## src/rtl/rf_write_arbiter.sv

```systemverilog
// rf_write_arbiter
//   Shares the single register-file write port between two writers:
//   req0 (pipeline writeback) and req1 (late load/memory return). Each writer
//   has a one-entry holding slot. One slot is granted per cycle and its write
//   is driven onto registered WEN/wsel/wdat. Slot1 is normally lower priority,
//   but it is forced through once it has been passed over MAX_WAIT cycles.
//   Writes to the same register leave in arrival order. Writes to register 0
//   are accepted and dropped.
//   pend_hit1/2 flag reads of a register that still has an outstanding write.
// Ports
//   CLK, nRST                  clock, synchronous active-low reset
//   req0_valid/ready/sel/dat   writeback request channel
//   req1_valid/ready/sel/dat   load-return request channel
//   WEN, wsel, wdat            registered register-file write port
//   rsel1, rsel2               read-select probes
//   pend_hit1, pend_hit2       probe hits a pending write (combinational)
module rf_write_arbiter #(
   parameter int unsigned DATA_W   = 32,
   parameter int unsigned ADDR_W   = 5,
   parameter int unsigned MAX_WAIT = 3
) (
   input  logic              CLK,
   input  logic              nRST,
   input  logic              req0_valid,
   output logic              req0_ready,
   input  logic [ADDR_W-1:0] req0_sel,
   input  logic [DATA_W-1:0] req0_dat,
   input  logic              req1_valid,
   output logic              req1_ready,
   input  logic [ADDR_W-1:0] req1_sel,
   input  logic [DATA_W-1:0] req1_dat,
   output logic              WEN,
   output logic [ADDR_W-1:0] wsel,
   output logic [DATA_W-1:0] wdat,
   input  logic [ADDR_W-1:0] rsel1,
   input  logic [ADDR_W-1:0] rsel2,
   output logic              pend_hit1,
   output logic              pend_hit2
);

   localparam int unsigned WAIT_W = (MAX_WAIT > 0) ? $clog2(MAX_WAIT + 1) : 1;
   localparam logic [WAIT_W-1:0] WAIT_MAX = WAIT_W'(MAX_WAIT);

   logic              slot0_valid_q, slot0_valid_d;
   logic [ADDR_W-1:0] slot0_sel_q, slot0_sel_d;
   logic [DATA_W-1:0] slot0_dat_q, slot0_dat_d;
   logic              slot1_valid_q, slot1_valid_d;
   logic [ADDR_W-1:0] slot1_sel_q, slot1_sel_d;
   logic [DATA_W-1:0] slot1_dat_q, slot1_dat_d;
   // Set when slot1 holds the older write (meaningful only while both are valid).
   logic              slot1_older_q, slot1_older_d;
   logic [WAIT_W-1:0] wait1_q, wait1_d;
   logic              wen_q, wen_d;
   logic [ADDR_W-1:0] wsel_q, wsel_d;
   logic [DATA_W-1:0] wdat_q, wdat_d;

   logic grant0, grant1;
   logic load0, load1;

   // Grant selection, from the held slots only.
   always_comb begin
      grant0 = 1'b0;
      grant1 = 1'b0;
      if (slot0_valid_q && slot1_valid_q) begin
         if (slot0_sel_q == slot1_sel_q) begin
            grant1 = slot1_older_q;
            grant0 = ~slot1_older_q;
         end else if (wait1_q == WAIT_MAX) begin
            grant1 = 1'b1;
         end else begin
            grant0 = 1'b1;
         end
      end else if (slot0_valid_q) begin
         grant0 = 1'b1;
      end else if (slot1_valid_q) begin
         grant1 = 1'b1;
      end
   end

   // A slot drained this cycle can be refilled on the same edge.
   assign req0_ready = ~slot0_valid_q | grant0;
   assign req1_ready = ~slot1_valid_q | grant1;

   // Register 0 is never written: accept the request but do not load it.
   assign load0 = req0_valid & req0_ready & (req0_sel != '0);
   assign load1 = req1_valid & req1_ready & (req1_sel != '0);

   always_comb begin
      slot0_valid_d = slot0_valid_q & ~grant0;
      slot0_sel_d   = slot0_sel_q;
      slot0_dat_d   = slot0_dat_q;
      slot1_valid_d = slot1_valid_q & ~grant1;
      slot1_sel_d   = slot1_sel_q;
      slot1_dat_d   = slot1_dat_q;
      slot1_older_d = slot1_older_q;
      if (load0) begin
         slot0_valid_d = 1'b1;
         slot0_sel_d   = req0_sel;
         slot0_dat_d   = req0_dat;
      end
      if (load1) begin
         slot1_valid_d = 1'b1;
         slot1_sel_d   = req1_sel;
         slot1_dat_d   = req1_dat;
      end
      // A fresh slot0 entry is younger than anything already in slot1; on a
      // simultaneous load, slot1 counts as older.
      if (load0) begin
         slot1_older_d = 1'b1;
      end else if (load1) begin
         slot1_older_d = 1'b0;
      end

      if (!slot1_valid_q || grant1) begin
         wait1_d = '0;
      end else if (wait1_q != WAIT_MAX) begin
         wait1_d = wait1_q + 1'b1;
      end else begin
         wait1_d = wait1_q;
      end

      wen_d  = grant0 | grant1;
      wsel_d = '0;
      wdat_d = '0;
      if (grant1) begin
         wsel_d = slot1_sel_q;
         wdat_d = slot1_dat_q;
      end else if (grant0) begin
         wsel_d = slot0_sel_q;
         wdat_d = slot0_dat_q;
      end
   end

   always_ff @(posedge CLK) begin
      if (!nRST) begin
         slot0_valid_q <= 1'b0;
         slot0_sel_q   <= '0;
         slot0_dat_q   <= '0;
         slot1_valid_q <= 1'b0;
         slot1_sel_q   <= '0;
         slot1_dat_q   <= '0;
         slot1_older_q <= 1'b0;
         wait1_q       <= '0;
         wen_q         <= 1'b0;
         wsel_q        <= '0;
         wdat_q        <= '0;
      end else begin
         slot0_valid_q <= slot0_valid_d;
         slot0_sel_q   <= slot0_sel_d;
         slot0_dat_q   <= slot0_dat_d;
         slot1_valid_q <= slot1_valid_d;
         slot1_sel_q   <= slot1_sel_d;
         slot1_dat_q   <= slot1_dat_d;
         slot1_older_q <= slot1_older_d;
         wait1_q       <= wait1_d;
         wen_q         <= wen_d;
         wsel_q        <= wsel_d;
         wdat_q        <= wdat_d;
      end
   end

   assign WEN  = wen_q;
   assign wsel = wsel_q;
   assign wdat = wdat_q;

   // A write is outstanding while held in a slot or on the output stage.
   assign pend_hit1 = (rsel1 != '0) &&
                      ((slot0_valid_q && slot0_sel_q == rsel1) ||
                       (slot1_valid_q && slot1_sel_q == rsel1) ||
                       (wen_q && wsel_q == rsel1));
   assign pend_hit2 = (rsel2 != '0) &&
                      ((slot0_valid_q && slot0_sel_q == rsel2) ||
                       (slot1_valid_q && slot1_sel_q == rsel2) ||
                       (wen_q && wsel_q == rsel2));

endmodule

```

## config.mk

```make
export PLATFORM = sky130hd
export DESIGN_NAME = rf_write_arbiter
export DESIGN_NICKNAME = d
export VERILOG_FILES = /design/src/rtl/rf_write_arbiter.sv
export SDC_FILE = /design/constraint.sdc
export NUM_CORES = 1
export LEC_CHECK = 0
export CAP_MARGIN = 10
export CORE_UTILIZATION = 55
export CTS_CLUSTER_SIZE = 8
export DETAILED_ROUTE_END_ITERATION = 7
export DONT_BUFFER_PORTS = 1
export GPL_TIMING_DRIVEN = 0
export HOLD_SLACK_MARGIN = 0.12
export PLACE_DENSITY = 0.71
export SYNTH_ARGS = -nofsm -noshare
export SYNTH_HDL_FRONTEND = slang
export SYNTH_SLANG_ARGS = --single-unit
```

## constraint.sdc

```tcl
create_clock -name CLK -period 3.6 [get_ports CLK]
set_clock_uncertainty 0.2 [all_clocks]
set_input_delay 0.72 -clock CLK [delete_from_list [all_inputs] [get_ports CLK]]
set_output_delay 0.72 -clock CLK [all_outputs]
set_load 0.05 [all_outputs]
```

# == Word level (Yosys, flattened, before mapping) ==
# Cells that the tools add are included.
# totals
output_inout_bits,42
elab_cells,74
regBits,117
inputBits,88
# op_classes
n_mux,17
addsub,1
n_eq_ne,9
bitwise,15
n_reduce_logical,21
# op_table
operator,n
two-way mux 32 bit,2
== test 5 bit,7
nonzero test 5 bit,4
two-way mux 1 bit,13
two-way mux 5 bit,2
logical AND 1 bit,9
AND 1 bit,6
NOT 1 bit,6
logical OR 1 bit,5
bitwise OR 1 bit,3
"adder 2 x 1 -> 2 bit, second input constant",1
"== test 2 bit, second input constant",1
"!= test 2 bit, second input constant",1
nonzero test 2 bit,1
OR reduction 2 bit,1
zero test 1 bit,1

# == Logic depth before layout (Yosys ltp) ==
# Gate-level depths: netlist of run 1.
# logic_depth
depth_word,9
depth_mapped,8
ltp_nobuf,6

# == Worst setup path after synthesis of run 1 ==
# Ideal clock, no wire load.
# synth_timing
path_kind,in2out
startpoint,input port rsel1[1]
endpoint,output port pend_hit1
n_path_buf,0
path_slack_ns,0.561
arrival_time_ns,2.119
required_ns,2.680
cell_stages,5
path_cell_list,xor2_1 nor4_1 and3_1 a31oi_1 a21oi_1
# synth_between
elab_chain_len,5
word_cells_on_any_way,10
classes_between,eq/ne: 3; reduce/logical: 7
# synth_lines
item,line,source
start: declaration,35,"input logic [ADDR_W-1:0] rsel1,"
"== test 5 bit, on equally long branches","168, 169",
"logical AND 1 bit, on equally long branches","168, 169",
logical OR 1 bit,168,((slot0_valid_q && slot0_sel_q == rsel1) ||
logical OR 1 bit,169,(slot1_valid_q && slot1_sel_q == rsel1) ||
logical AND 1 bit *,167,assign pend_hit1 = (rsel1 != '0) &&
end: declaration,37,"output logic pend_hit1,"
# Every way passes the cells marked *; elsewhere a longest branch is shown, timed or not.

# == Worst setup path after layout of run 1 ==
# layout_timing
startpoint,register wsel_q[1] (netlist: wsel[1])
endpoint,output port pend_hit2
# layout_between
elab_chain_len,4
# layout_lines
item,line,source
start: declaration,54,"logic [ADDR_W-1:0] wsel_q, wsel_d;"
start signal: assignment,157,wsel_q <= wsel_d;
== test 5 bit,174,(wen_q && wsel_q == rsel2));
logical AND 1 bit,174,
logical OR 1 bit,173,(slot1_valid_q && slot1_sel_q == rsel2) ||
logical AND 1 bit,171,assign pend_hit2 = (rsel2 != '0) &&
end: declaration,38,output logic pend_hit2
# No other way between the ends.

==> results by group, run 1 <==
Global routing
  – First-pass GRT wire length: 18,100 um
  – Initial antenna violation count: 1
  – Largest net degree at the start of global routing: 17
  – Gr ovfl total: 0
  – Total GRT Usage: 26.7%
  – Vias in the first global route: 3,865

Final layout
  – Layout Area Growth over Synthesis: 16.1%
  – Fraction of layout cells with a size suffix above 1: 11.2%
  – Layout net count: 611
  – Commonest non-fill, non-tap cell in the layout: nand2_1
  – Design area: 5570 um2
  – Most frequent cells in the layout: nand2_1 (145), dfxtp_1 (117), mux2i_1 (70), o22ai_1 (37), xor2_1 (26)

Detailed routing
  – Vias per std cell: 5.71
  – DR WL met3: 785 um
  – DRT Pass-1 Iters: 4
  – DR DRC count: 0
  – Detailed Route Iter0 Violations: 143
  – Highest routed layer: met4
  – Avg WL per Cell: 18.1 um
  – Met2 WL post-DR: 5720 um
  – Metal-1 WL: 4930 um
  – Vias: 3,655
  – DRT Wirelength: 11,600 um
  – ANT nets after route: 0

Timing
  – Slew headroom: 32.0%
  – Final Max Slew Viols: 0
  – Unrepaired setup endpoints after global routing: false
  – Fmax: 0.297 GHz
  – Least-Margin Pin Slew: 1.02 ns
  – Endpoints failing hold: 0
  – Period utilization: 93.6%
  – Endpoints failing setup: 0
  – TNS Setup: 0 ns
  – Final min period: 3.37 ns

Clock network
  – Hold-fix buffers, CTS: 0
  – Reg clk slew, reported paths: 0.06 ns
  – H-Tree Depth: 4
  – CTS tree: done
  – Num CTS Buffers: 17
  – Clk_lat worst skew: 0.49 ns
  – Num Clock Sinks: 117
  – Post-CTS setup repair buffer count: 0
  – CTS Buffer Depth: 2
  – Root buf cell: clkbuf_8

Power and ir drop
  – Total power: 3510 uW
  – Leak Pwr: 0.00238 uW
  – PwrDens: 630 nW/um2
  – Worst IR Drop VDD: 0.330 mV

Die
  – Num ports: 130
  – Die H: 95.4 um
  – Rows: 33
  – Core Area: 8340 um2
  – Die area: 9100 um2
  – Die width: 95.4 um
  – Initial Utilization: 57.5%

Setup path
  – Crit Path Category: flip-flop to output pin
  – CP Capture Type: output pin
  – Worst EP required: 2.68 ns
  – CP startpoint kind: flip-flop
  – Critical path peak fanout: 3
  – Arr. time, crit path: 2.45 ns

Synth
  – Post-Syn Area: 4800 um2
  – FF+latch count, synth: 117
  – Sequential-to-total area share from yosys stat: 48.8%
  – Mapped Nets: 592
  – Post-Syn Instances: 503
  – YS warnings: 0
  – Syn_area_per_cell: 9.54 um2
  – Synth cell types: 38

Placed design
  – Placement Cell Area: 4930 um2
  – Final HPWL DP: 8020 um
  – Gpl congestion: 1.01
  – PortBufs: 0

Min path
  – Min-Delay Path Class: input port to flip-flop

Job
  – MaxCap Viol Count: 0

Run status
  – Outcome: completed
registers in the layout, summed over array words and instances, names as in the netlist:
| signal | flops |
|---|---|
| slot0_valid_q | 1 |
| wait1_q | 2 |
| slot0_sel_q | 5 |
| slot1_sel_q | 5 |
| WEN | 1 |
| slot1_valid_q | 1 |
| wdat | 32 |
| slot0_dat_q | 32 |
| wsel | 5 |
| slot1_older_q | 1 |
| slot1_dat_q | 32 |
per-stage QoR:
stage	hold WS (ns)	setup slack, ns	utilization [%]	instances
2_1_floorplan	0.243	0.561	-	503
3_3_place_gp	0.255	0.449	59.1	608
3_5_place_dp	0.260	0.452	59.1	608
4_1_cts	0.139	0.247	66.7	639
5_1_grt	0.135	0.0722	66.8	640
6_report	0.155	0.230	66.8	640
report_power, final:
| part | switching (uW) | internal, uW |
|---|---|---|
| Clock | 581 | 1180 |
| Sequential | 77.4 | 1370 |
| Combinational | 178 | 123 |
what timing repair did:
| action | 4_1_cts | 5_1_grt |
|---|---|---|
| endpoints found under the hold margin | 0 | 0 |
| endpoints found under the setup margin | 2 | 0 |
| resized for setup | 2 | 0 |
cell type report:
| type | count | area, um2 |
|---|---|---|
| plain buffers | 34 | 214 |
| fillers | 707 | 2770 |
| diodes | 1 | 2.50 |
| inverters | 2 | 7.51 |
| clock buffers | 20 | 455 |
| well taps | 105 | 131 |
| multi-input cells | 350 | 2240 |
| clock inverters | 11 | 174 |
| flip-flops and latches | 117 | 2340 |
cells by family after synthesis:
family,share of synthesized area [%]
compound gates,7.80
fa+ha+maj,0.261
flops,48.8
xor+xnor,6.57
buf+inv,4.62
mux,15.3
simple gates,16.6
critical path: stages (launching register included):
cell and delay (ns):
dfxtp_1 0.71, xor2_1 0.15, nor4_1 0.30, and3_1 0.20, a31oi_1 0.06, a21oi_2 0.54
synthesized netlist by cell type (all sizes together):
| cell | instances | area share, % |
|---|---|---|
| or4 | 4 | 0.63 |
| or2 | 1 | 0.18 |
| a21oi | 6 | 0.78 |
| clkbuf | 17 | 1.3 |
| o21a | 1 | 0.16 |
| a31oi | 2 | 0.26 |
| o22ai | 37 | 4.8 |
| mux2 | 1 | 0.23 |
| a21boi | 2 | 0.31 |
| nor3 | 2 | 0.55 |
| a41o | 2 | 0.42 |
| nor4 | 7 | 0.91 |
| inv | 2 | 0.16 |
| nor2 | 5 | 0.39 |
| buf | 17 | 3.1 |
| and3 | 5 | 0.76 |
| and2 | 1 | 0.13 |
| nand2 | 146 | 12 |
| nand3 | 10 | 1.0 |
| nand4 | 2 | 0.26 |
| dfxtp | 117 | 49 |
| xnor2 | 10 | 1.8 |
| and3b | 1 | 0.18 |
| a22o | 1 | 0.18 |
| o21ai | 3 | 0.31 |
| mux2i | 71 | 15 |
| xor2 | 26 | 4.7 |
| o32ai | 2 | 0.37 |
| a31o | 1 | 0.18 |
| ha | 1 | 0.26 |
worst paths after layout:
path / startpoint / to / slack, ns / cells after the start
worst min register to register: slot0_dat_q[22]$_SDFFE_PN0P_ / slot0_dat_q[22]$_SDFFE_PN0P_ / 0.27 / 2
worst max register to register: slot1_sel_q[0]$_SDFFE_PN0P_ / slot0_valid_q$_SDFF_PN0_ / 1.25 / 5
worst min-delay path: req1_dat[13] / slot1_dat_q[13]$_SDFFE_PN0P_ / 0.15 / 2
worst max-delay path: wsel[1]$_SDFF_PN0_ / pend_hit2 / 0.23 / 5
layer usage:
metal,global-route usage (%),vias to the layer above
met5,0,-
met4,8.33,0
met3,8.37,11
met2,46.7,127
met1,31.0,1751
li1,-,1766
(Power assumes the default switching activity.)
==> run 2, diff against run 1 <==
- CORE_MARGIN: not set -> 8
==> results by group, run 2 (synthesis results as in run 1) <==
Timing
  – Least-Margin Pin Slew: 1.02 ns
  – Final Max Slew Viols: 0
  – Unrepaired setup endpoints after global routing: false
  – Endpoints failing setup: 0
  – Fmax: 0.296 GHz
  – Endpoints failing hold: 0
  – TNS Setup: 0 ns
  – Period utilization: 93.9%
  – Final min period: 3.38 ns
  – Slew headroom: 31.5%
  – Post-route setup slack: 0.220 ns

Final layout
  – Commonest non-fill, non-tap cell in the layout: nand2_1
  – Layout net count: 611
  – Design area: 5510 um2
  – Ant. Diodes: 0
  – Layout Area Growth over Synthesis: 14.8%
  – Most frequent cells in the layout: nand2_1 (145), dfxtp_1 (117), mux2i_1 (70), o22ai_1 (37), xor2_1 (26)
  – Filler instances: 724
  – Fraction of layout cells with a size suffix above 1: 11.0%

Power and ir drop
  – Leak Pwr: 0.00235 uW
  – Total power: 3340 uW
  – PwrDens: 607 nW/um2
  – Worst IR Drop VDD: 0.403 mV

Clock network
  – Hold-fix buffers, CTS: 0
  – Post-CTS Resized: 2
  – H-Tree Depth: 4
  – Num Clock Sinks: 117
  – Clk_lat worst skew: 0.51 ns
  – Num CTS Buffers: 17
  – Reg clk slew, reported paths: 0.06 ns
  – CTS Buffer Depth: 2
  – Root buf cell: clkbuf_8
  – Post-CTS setup repair buffer count: 0
  – CTS tree: done

Detailed routing
  – ANT nets after route: 0
  – DR DRC count: 0
  – Avg WL per Cell: 19.4 um
  – Detailed Route Iter0 Violations: 129
  – DRT Pass-1 Iters: 4
  – DRT Wirelength: 12,400 um
  – Vias per std cell: 5.74
  – Vias: 3,694

Placed design
  – Gpl congestion: 0.868
  – PortBufs: 0
  – Placement Cell Area: 4930 um2
  – Final HPWL DP: 8980 um
  – Pre-CTS setup slack: 0.418 ns

Die
  – Num ports: 130
  – Rows: 34
  – Initial Utilization: 55.8%
  – Die width: 109 um
  – Core Area: 8590 um2
  – Die area: 12,000 um2
  – Die H: 109 um

Min path
  – Min-Delay Path Class: input port to flip-flop

Setup path
  – Critical path peak fanout: 3
  – Worst EP required: 2.68 ns
  – Cells along the critical path: xor2_1 -> nor4_1 -> and3_1 -> a31oi_1 -> a21oi_2
  – Crit Path Category: flip-flop to output pin
  – Arr. time, crit path: 2.46 ns
  – CP delay by family, top: flip-flops
  – CP bufs+invs: 0
  – CP max stage delay: 0.70 ns
  – CP startpoint kind: flip-flop
  – Slowest cell on crit path: dfxtp_1
  – CP Capture Type: output pin

Global routing
  – Total GRT Usage: 21.1%
  – Met2 Usage GRT: 35.6%
  – Largest net degree at the start of global routing: 17
  – GR Util met3: 8.21%
  – Initial antenna violation count: 0
  – Met1 Resource Use GR: 23.8%
  – Vias in the first global route: 3,862
  – Gr ovfl total: 0
  – First-pass GRT wire length: 19,500 um
  – GRT Max-Usage Layer: met2

Run status
  – Outcome: completed

Job
  – MaxCap Viol Count: 0
==> run 2: stage by stage <==
stage,utilization [%],instances,hold slack (ns)
after global routing,64.1,643,0.131
after floorplan,-,503,0.243
final,64.1,643,0.140
after global placement,57.4,611,0.253
after detailed placement,57.4,611,0.259
after CTS,64.1,643,0.131
==> run 2: power by group <==
| part | switching, uW | internal, uW |
|---|---|---|
| Sequential | 78.0 | 1370 |
| Clock | 594 | 1000 |
| Combinational | 178 | 123 |
==> run 2: worst paths after layout <==
check | start | endpoint | slack, ns | cells past startpoint
max | wsel[1]$_SDFF_PN0_ | pend_hit2 | 0.22 | 5
min | req1_dat[28] | slot1_dat_q[28]$_SDFFE_PN0P_ | 0.14 | 2
max reg2reg | slot0_sel_q[0]$_SDFFE_PN0P_ | wdat[6]$_SDFF_PN0_ | 1.28 | 6
min reg2reg | slot1_dat_q[2]$_SDFFE_PN0P_ | slot1_dat_q[2]$_SDFFE_PN0P_ | 0.26 | 2
==> run 2: routing by layer <==
layer | wire length (um) | vias to the layer above
met1 | 4960 | 1785
met3 | 1150 | 20
li1 | - | 1770
met2 | 6120 | 119
met5 | 0 | -
met4 | 223 | 0
==> run 2: layout make-up <==
| cell class | instances | area [um2] | share of cell area, % |
|---|---|---|---|
| buffer | 34 | 214 | 3.89 |
| clock buffer | 20 | 435 | 7.91 |
| clock inverter | 12 | 131 | 2.39 |
| inverter | 2 | 7.51 | 0.136 |
| multi-input combinational | 350 | 2240 | 40.7 |
| sequential | 117 | 2340 | 42.5 |
| tap | 108 | 135 | 2.45 |
==> run 3, diff against run 2 <==
- CTS_CLUSTER_SIZE: 8 -> 40
==> results of run 3 <==
Final layout, timing and power as in run 2 (identical DEF).
